==> config.mk <==
export PLATFORM = sky130hd
export DESIGN_NAME = alu_mw_sequencer
export DESIGN_NICKNAME = d
export VERILOG_FILES = /design/src/rtl/alu_mw_sequencer.sv
export SDC_FILE = /design/constraint.sdc
export NUM_CORES = 1
export LEC_CHECK = 0
export BUFFER_PORTS_ARGS = -buffer_cell sky130_fd_sc_hd__buf_4
export CORE_UTILIZATION = 35
export CTS_BUF_LIST = sky130_fd_sc_hd__clkbuf_8
export CTS_CLUSTER_DIAMETER = 50
export DETAILED_ROUTE_END_ITERATION = 6
export GPL_TIMING_DRIVEN = 1
export HOLD_SLACK_MARGIN = 0.12
export SLEW_MARGIN = 20
export SYNTH_ARGS = -nofsm -noshare
export SYNTH_HDL_FRONTEND = slang
export SYNTH_SLANG_ARGS = --single-unit
==> constraint.sdc <==
create_clock -name CLK -period 3.3 [get_ports CLK]
set_input_delay 0.495 -clock CLK [delete_from_list [all_inputs] [get_ports CLK]]
set_output_delay 0.495 -clock CLK [all_outputs]
set_load 0.1 [all_outputs]
==> src/rtl/alu_mw_sequencer.sv <==
// alu_mw_sequencer
//   Command-side initiator for a 16-bit function unit. It accepts an
//   extended-precision ADD/SUB/INC/DEC command and streams operand word pairs
//   in, least significant word first. Each word goes through three states:
//   LOAD (take operands and drive the ALU), EXEC (capture the ALU response),
//   EMIT (hand the result word out). Carry/borrow is chained between words.
//   Final V/C/N/Z flags are registered when the last result word leaves.
//
// Ports
//   CLK, RST_N              clock (rising edge), async active-low reset
//   CMD_VALID/CMD_READY     command handshake; CMD_OP, CMD_WORDS
//   OPD_VALID/OPD_READY     operand handshake; OPD_A, OPD_B (B unused for INC/DEC)
//   RES_VALID/RES_READY     result handshake; RES_G, RES_LAST
//   ALU_S/ALU_CIN/ALU_A/B   registered ALU drive
//   ALU_G/V/C/N/Z           combinational ALU response
//   FLAG_V/C/N/Z            status of the last completed command
//   DONE                    one-cycle pulse when the flags update
//   ERR                     one-cycle pulse on a rejected command
//
// Configuration
//   ALU_SEQ_LEN_CHECK_EN    when defined, CMD_WORDS of 0 or above MAX_WORDS is
//                           rejected with an ERR pulse. When undefined, 0 is
//                           treated as 1, larger counts are clamped and ERR
//                           is tied low.

module alu_mw_sequencer #(
    parameter int  WIDTH     = 16,
    parameter int  MAX_WORDS = 8,
    localparam int CW        = $clog2(MAX_WORDS) + 1
) (
    input  logic             CLK,
    input  logic             RST_N,
    input  logic             CMD_VALID,
    output logic             CMD_READY,
    input  logic [1:0]       CMD_OP,
    input  logic [CW-1:0]    CMD_WORDS,
    input  logic             OPD_VALID,
    output logic             OPD_READY,
    input  logic [WIDTH-1:0] OPD_A,
    input  logic [WIDTH-1:0] OPD_B,
    output logic             RES_VALID,
    input  logic             RES_READY,
    output logic [WIDTH-1:0] RES_G,
    output logic             RES_LAST,
    output logic [2:0]       ALU_S,
    output logic             ALU_CIN,
    output logic [WIDTH-1:0] ALU_A,
    output logic [WIDTH-1:0] ALU_B,
    input  logic [WIDTH-1:0] ALU_G,
    input  logic             ALU_V,
    input  logic             ALU_C,
    input  logic             ALU_N,
    input  logic             ALU_Z,
    output logic             FLAG_V,
    output logic             FLAG_C,
    output logic             FLAG_N,
    output logic             FLAG_Z,
    output logic             DONE,
    output logic             ERR
);

    typedef enum logic [2:0] {ST_IDLE, ST_LOAD, ST_EXEC, ST_EMIT, ST_DONE} state_t;

    localparam logic [1:0] OP_ADD = 2'b00;
    localparam logic [1:0] OP_SUB = 2'b01;
    localparam logic [1:0] OP_INC = 2'b10;
    localparam logic [1:0] OP_DEC = 2'b11;

    state_t            state_q, state_d;
    logic [1:0]        op_q, op_d;
    logic [CW-1:0]     cnt_q, cnt_d;
    logic [CW-1:0]     idx_q, idx_d;
    logic              carry_q, carry_d;
    logic              z_acc_q, z_acc_d;
    logic              v_last_q, v_last_d;
    logic              n_last_q, n_last_d;
    logic [2:0]        alu_s_q, alu_s_d;
    logic              alu_cin_q, alu_cin_d;
    logic [WIDTH-1:0]  alu_a_q, alu_a_d;
    logic [WIDTH-1:0]  alu_b_q, alu_b_d;
    logic [WIDTH-1:0]  res_g_q, res_g_d;
    logic              flag_v_q, flag_v_d;
    logic              flag_c_q, flag_c_d;
    logic              flag_n_q, flag_n_d;
    logic              flag_z_q, flag_z_d;
    logic              done_q, done_d;
`ifdef ALU_SEQ_LEN_CHECK_EN
    logic              err_q, err_d;
`endif

    logic              last_word;

    assign last_word = (idx_q == (cnt_q - CW'(1)));

    always_comb begin
        state_d   = state_q;
        op_d      = op_q;
        cnt_d     = cnt_q;
        idx_d     = idx_q;
        carry_d   = carry_q;
        z_acc_d   = z_acc_q;
        v_last_d  = v_last_q;
        n_last_d  = n_last_q;
        alu_s_d   = alu_s_q;
        alu_cin_d = alu_cin_q;
        alu_a_d   = alu_a_q;
        alu_b_d   = alu_b_q;
        res_g_d   = res_g_q;
        flag_v_d  = flag_v_q;
        flag_c_d  = flag_c_q;
        flag_n_d  = flag_n_q;
        flag_z_d  = flag_z_q;
        done_d    = 1'b0;
`ifdef ALU_SEQ_LEN_CHECK_EN
        err_d     = 1'b0;
`endif

        case (state_q)
            ST_IDLE: begin
                if (CMD_VALID) begin
                    op_d    = CMD_OP;
                    idx_d   = '0;
                    z_acc_d = 1'b1;
                    // First-word carry-in: SUB needs +1 for two's complement,
                    // INC needs +1 to select IncA; ADD and DEC start at 0.
                    carry_d = (CMD_OP == OP_SUB) || (CMD_OP == OP_INC);
`ifdef ALU_SEQ_LEN_CHECK_EN
                    if ((CMD_WORDS == '0) || (CMD_WORDS > CW'(MAX_WORDS))) begin
                        // Rejected: no operands consumed, flags untouched.
                        err_d   = 1'b1;
                        state_d = ST_DONE;
                    end else begin
                        cnt_d   = CMD_WORDS;
                        state_d = ST_LOAD;
                    end
`else
                    if (CMD_WORDS == '0) begin
                        cnt_d = CW'(1);
                    end else if (CMD_WORDS > CW'(MAX_WORDS)) begin
                        cnt_d = CW'(MAX_WORDS);
                    end else begin
                        cnt_d = CMD_WORDS;
                    end
                    state_d = ST_LOAD;
`endif
                end
            end

            ST_LOAD: begin
                if (OPD_VALID) begin
                    alu_a_d   = OPD_A;
                    alu_b_d   = op_q[1] ? '0 : OPD_B;
                    alu_cin_d = carry_q;
                    case (op_q)
                        OP_ADD:  alu_s_d = 3'b001;
                        OP_SUB:  alu_s_d = 3'b010;
                        OP_INC:  alu_s_d = 3'b000;
                        default: alu_s_d = 3'b011;
                    endcase
                    state_d = ST_EXEC;
                end
            end

            ST_EXEC: begin
                res_g_d  = ALU_G;
                // The ALU reports a borrow on its DecA path, so invert it to
                // keep the chained carry as "no borrow" (CIN=1 selects TranA2).
                carry_d  = (op_q == OP_DEC) ? ~ALU_C : ALU_C;
                z_acc_d  = z_acc_q & ALU_Z;
                v_last_d = ALU_V;
                n_last_d = ALU_N;
                state_d  = ST_EMIT;
            end

            ST_EMIT: begin
                if (RES_READY) begin
                    if (last_word) begin
                        flag_v_d = v_last_q;
                        flag_n_d = n_last_q;
                        flag_z_d = z_acc_q;
                        flag_c_d = carry_q;
                        done_d   = 1'b1;
                        state_d  = ST_DONE;
                    end else begin
                        idx_d   = idx_q + CW'(1);
                        state_d = ST_LOAD;
                    end
                end
            end

            default: begin
                state_d = ST_IDLE;
            end
        endcase
    end

    always_ff @(posedge CLK or negedge RST_N) begin
        if (!RST_N) begin
            state_q   <= ST_IDLE;
            op_q      <= OP_ADD;
            cnt_q     <= '0;
            idx_q     <= '0;
            carry_q   <= 1'b0;
            z_acc_q   <= 1'b1;
            v_last_q  <= 1'b0;
            n_last_q  <= 1'b0;
            alu_s_q   <= 3'b000;
            alu_cin_q <= 1'b0;
            alu_a_q   <= '0;
            alu_b_q   <= '0;
            res_g_q   <= '0;
            flag_v_q  <= 1'b0;
            flag_c_q  <= 1'b0;
            flag_n_q  <= 1'b0;
            flag_z_q  <= 1'b0;
            done_q    <= 1'b0;
`ifdef ALU_SEQ_LEN_CHECK_EN
            err_q     <= 1'b0;
`endif
        end else begin
            state_q   <= state_d;
            op_q      <= op_d;
            cnt_q     <= cnt_d;
            idx_q     <= idx_d;
            carry_q   <= carry_d;
            z_acc_q   <= z_acc_d;
            v_last_q  <= v_last_d;
            n_last_q  <= n_last_d;
            alu_s_q   <= alu_s_d;
            alu_cin_q <= alu_cin_d;
            alu_a_q   <= alu_a_d;
            alu_b_q   <= alu_b_d;
            res_g_q   <= res_g_d;
            flag_v_q  <= flag_v_d;
            flag_c_q  <= flag_c_d;
            flag_n_q  <= flag_n_d;
            flag_z_q  <= flag_z_d;
            done_q    <= done_d;
`ifdef ALU_SEQ_LEN_CHECK_EN
            err_q     <= err_d;
`endif
        end
    end

    assign CMD_READY = (state_q == ST_IDLE);
    assign OPD_READY = (state_q == ST_LOAD);
    assign RES_VALID = (state_q == ST_EMIT);
    assign RES_LAST  = (state_q == ST_EMIT) && last_word;
    assign RES_G     = res_g_q;
    assign ALU_S     = alu_s_q;
    assign ALU_CIN   = alu_cin_q;
    assign ALU_A     = alu_a_q;
    assign ALU_B     = alu_b_q;
    assign FLAG_V    = flag_v_q;
    assign FLAG_C    = flag_c_q;
    assign FLAG_N    = flag_n_q;
    assign FLAG_Z    = flag_z_q;
    assign DONE      = done_q;
`ifdef ALU_SEQ_LEN_CHECK_EN
    assign ERR       = err_q;
`else
    assign ERR       = 1'b0;
`endif

endmodule
---- Word-level counts from Yosys, hierarchy flattened ----
Index checks and enable logic that the tools add are counted.
storage, ports and cells
  input port bits ......................... 63
  bits in registers ....................... 74
cells by class
  equal/unequal tests ..................... 13
  reduce and logical (&&, ||, !) cells .... 13
  magnitude comparators ................... 1
  add/sub/neg operators ................... 2
  bitwise gates (word level) .............. 2
  muxes and demuxes ....................... 21
operator list
  operator                                              count
  two-way mux 4 bit                                     5
  two-way mux 16 bit                                    1
  two-way mux 3 bit                                     4
  case mux 3 bit (4 select lines)                       1
  case mux 4 bit (2 select lines)                       1
  == test 2 bit, second input constant                  3
  == test 3 x 2 -> 1 bit, second input constant         2
  two-way mux 1 bit                                     6
  inequality test 2 bit, second input constant          3
  case mux 2 bit (3 select lines)                       1
  AND reduction 2 bit                                   3
  AND reduction 3 bit                                   2
  adder 4 x 1 -> 4 bit, second input constant           1
  == test 2 x 1 -> 1 bit, second input constant         2
  == test 4 bit                                         1
  greater-than comparator 4 bit, second input constant  1
  zero test 4 bit                                       1
  case mux 1 bit (2 select lines)                       2
  AND reduction 4 bit                                   1
  nonzero test 2 bit                                    2
  subtractor 4 x 1 -> 4 bit, second input constant      1
  == test 3 x 1 -> 1 bit, second input constant         1
  zero test 3 bit                                       1
  zero test 2 bit                                       1
  other kinds (5)                                       5

---- Depth between registers and ports, before layout ----
  depth in word-level cells ............... 5
  gate-level depth with buffers ........... 8
  mapped depth without buffers ............ 7

---- Least setup slack after synthesis ----
No wires, ideal clock.
  path type ............................... register to register
  start ................................... reg state_q[0]
  end ..................................... reg cnt_q[0]
  slack ................................... -0.582 ns
  stages on the path, launching flop included .. 7
  data arrival time ....................... 3.800 ns
  period minus slack after synthesis ...... 3.882 ns
  cell sequence ........................... dfrtp_1 buf_2 nor3_1 nand2_1 inv_1 o21ai_0 o22ai_1
on the way
  word-level cells in the longest chain between the ends .. 2
RTL lines
  element                        RTL line  RTL
  start: declaration             69        state_t state_q, state_d;
  start signal: assignment       221       state_q <= state_d;
  zero test 3 bit                n/a
  via CMD_READY                  34        output logic CMD_READY,
  AND reduction 2 bit (no line)  n/a
  end signal: assignment         223       cnt_q <= cnt_d;
  end: declaration               71        logic [CW-1:0] cnt_q, cnt_d;
The timed path passes the listed nets, and every way through them passes these cells.
A chain may end at the register's enable or synchronous reset.

---- Final worst setup path ----
  start ................................... reg cnt_q[0]
  end ..................................... out RES_LAST
on the way
  word-level cells in the longest chain between the ends .. 3
RTL lines
  element                    RTL line  RTL
  subtractor 4 x 1 -> 4 bit  93        assign last_word = (idx_q == (cnt_q - CW'(1)));
  == test 4 bit              93
  logical AND 1 bit          248       assign RES_LAST = (state_q == ST_EMIT) && last_word;
  end: declaration           44        output logic RES_LAST,
No other way between the ends.

==> results by group <==
Status
  • Status: finished clean

Floorplan
  • Die Y: 95.38 µm
  • I/O pin count: 125
  • Die Span X: 95.38 µm
  • Die ar.: 9096 µm²
  • Starting Density: between 30% and 40%
  • Core Rows: 33
  • Area of the core: between 8000 and 9000 µm²

Synthesis
  • Synth Flop Type: dfrtp_1
  • Top cell type by total area after synthesis: dfrtp_1
  • Share of the synthesized area in the top cell type: 59.04%
  • Top cells by area, synth: dfrtp_1, mux2_2, nand2_1
  • Post-Syn Area per Cell: 12.16 µm²
  • Top cells by count, synth: dfrtp_1, nand2_1, mux2_2
  • Top-count cell post-synth: dfrtp_1
  • Number of flops mapped to enable cells by yosys: 0
  • Mapped Area: roughly 3000 µm²
  • Netlist cell types: 39
  • Synthesized instance count: 251
  • Synth Warn #: 0
  • Seq cells post-synth: 73
  • Asr flop ratio synth: 100.0%
  • Seq/Total Area, Yosys: 59.90%

CTS
  • CTS Buf Count: 9
  • H-tree levels: 3
  • Clock Path Buffers: 2
  • Clock root buffer master: clkbuf_8
  • Post-CTS sizing: 0
  • Cts hold-fix bufs: 0
  • Clock-pin slew on the worst setup and hold paths: 0.08 ns
  • Worst skew pair latency: 0.34 ns
  • Postcts setup bufs: 0
  • Sink Count: 73
  • CTS tree: built

Global routing
  • Initial antenna violation count: 0
  • Global-route wire length before repair: 10480 µm
  • Pin count of the biggest net entering global routing: 74
  • Gr usage total: approximately 15%
  • Vias in the first global route: 2190
  • GRT Residual Overflow: 0

Timing
  • RSZ-0062 raised after global routing: no
  • Slew Limit Fails: 0
  • Skew final: slightly above 0.009 ns
  • Slew HR: 36.64%
  • F_max: 389.2 MHz
  • Setup TNS: 0 ns
  • Final period utilization: 77.86%
  • Setup Viol. Count Final: 0
  • Final Hold Fails: 0
  • Final period demand of the worst path: 2.569 ns
  • Actual slew at the worst max-slew pin: around 0.95 ns

Placement
  • IO Port Bufs: 122
  • HPWL after detailed placement: 4719 µm
  • Final GP Congestion: 0.7206

Setup path
  • CP max FO: 6
  • Worst path required time: 2.80 ns
  • Arr. time, crit path: 2.07 ns
  • Setup CP Type: reg -> out
  • Worst Setup End Kind: primary output
  • Startpoint types: register

Layout
  • Inserted Diodes: 0
  • Fraction of layout cells with a size suffix above 1: roughly half
  • Area Growth Syn to Fin: 40.22%
  • Post-layout nets: 440

Route
  • Initial DRC Count: between 70 and 80
  • DR vias: 2237
  • Vias per cell: roughly 4.6
  • Drt drc: 0
  • Drt pass-1 iters: 4
  • Post-Route WL: 6639 µm
  • Post-route ant nets: 0
  • Routed WL per cell: 13.75 µm

Run
  • Max-cap violations: 0

Hold path
  • Worst hold-check path type: in -> async
[layout by cell type, fill, tap and decap left out, types with 2 or more instances in the layout]
cell type | netlist | layout
a21oi_1 | 4 | 4
and2_2 | 2 | 2
buf_4 | 2 | 123
bufinv_16 | 0 | 2
clkbuf_8 | 0 | 10
conb_1 | 1 | 2
dfrtp_1 | 72 | 72
ha_1 | 4 | 4
inv_1 | 7 | 7
mux2_2 | 38 | 38
mux2_4 | 4 | 4
nand2_1 | 40 | 39
nand3_1 | 2 | 2
nor2_1 | 5 | 5
nor3_1 | 4 | 3
o21ai_0 | 28 | 28
or3_1 | 2 | 2
xnor2_1 | 3 | 3
xor2_1 | 3 | 3
[sequential cells by signal, indices dropped and copies added (netlist names), 2 cells and up]
signal,count
RES_G,16
ALU_S,2
ALU_B,16
op_q,2
state_q,3
idx_q,4
ALU_A,16
cnt_q,4
[final timing paths]
check,from,endpoint,slack (ns),depth (start not counted)
min in group CLK,CMD_WORDS[3],cnt_q[0],0.34,2
max in group asynchronous,RST_N,ALU_A[3],2.43,1
max reg2reg,state_q[1],RES_G[14],1.35,3
max,cnt_q[0],RES_LAST,0.73,7
min,RST_N,RES_G[15],0.29,1
min reg2reg,ALU_B[13],ALU_B[13],0.48,2
[stage by stage]
step | util, % | hold WS [ns] | cells | cell area (µm²) | worst slack [ns]
floorplan | - | 0.1994 | 252 | 3060 | 0.2253
global placement | 48.57 | 0.4626 | 467 | 4051 | 1.181
detailed placement | 48.57 | 0.4723 | 467 | 4051 | 1.125
CTS | 51.31 | 0.3245 | 483 | 4279 | 0.7002
global route | 51.31 | 0.3341 | 483 | 4279 | 0.5597
finish | 51.31 | 0.2880 | 483 | 4279 | 0.7307
[cells by family after synthesis]
| logic type | Yosys count | synth area share [%] |
|---|---|---|
| AOI/OAI and AO/OA | 37 | 6.560 |
| muxes | 42 | 15.99 |
| xor gates and xnor gates | 7 | 2.460 |
| and+or+nand+nor | 66 | 10.00 |
| buffers and inverters | 21 | 3.321 |
| other | 1 | 0.1229 |
| DFF | 73 | 59.90 |
| adders and majority gates | 4 | 1.640 |
[layout make-up]
type / instances / area [µm²]
Clock buffer: 10 / 137.6
Clock inverter: 6 / 90.09
Fill cell: 755 / 4061
Inverter: 8 / 30.03
Multi-Input combinational cell: 158 / 1139
Sequential cell: 73 / 1828
Tap cell: 105 / 131.4
Timing Repair Buffer: 123 / 923.4
[critical path, cell delays in order, from the launching register on]
cell and delay (ns):
dfrtp_1 0.38, inv_1 0.07, ha_1 0.31, xor2_1 0.18, nand3_2 0.12, nor2_2 0.20
and2_2 0.18, buf_4 0.28
[per-layer routing]
layer  routed length [µm]  track usage [%]
met5                    0                0
met4                   38            4.478
met3                  673            6.140
met2                 3006            23.93
met1                 2921            19.23
Power is left out: the tool's default activity adds up to more than one toggle a clock period on the data nets, which glitch-free logic cannot reach.
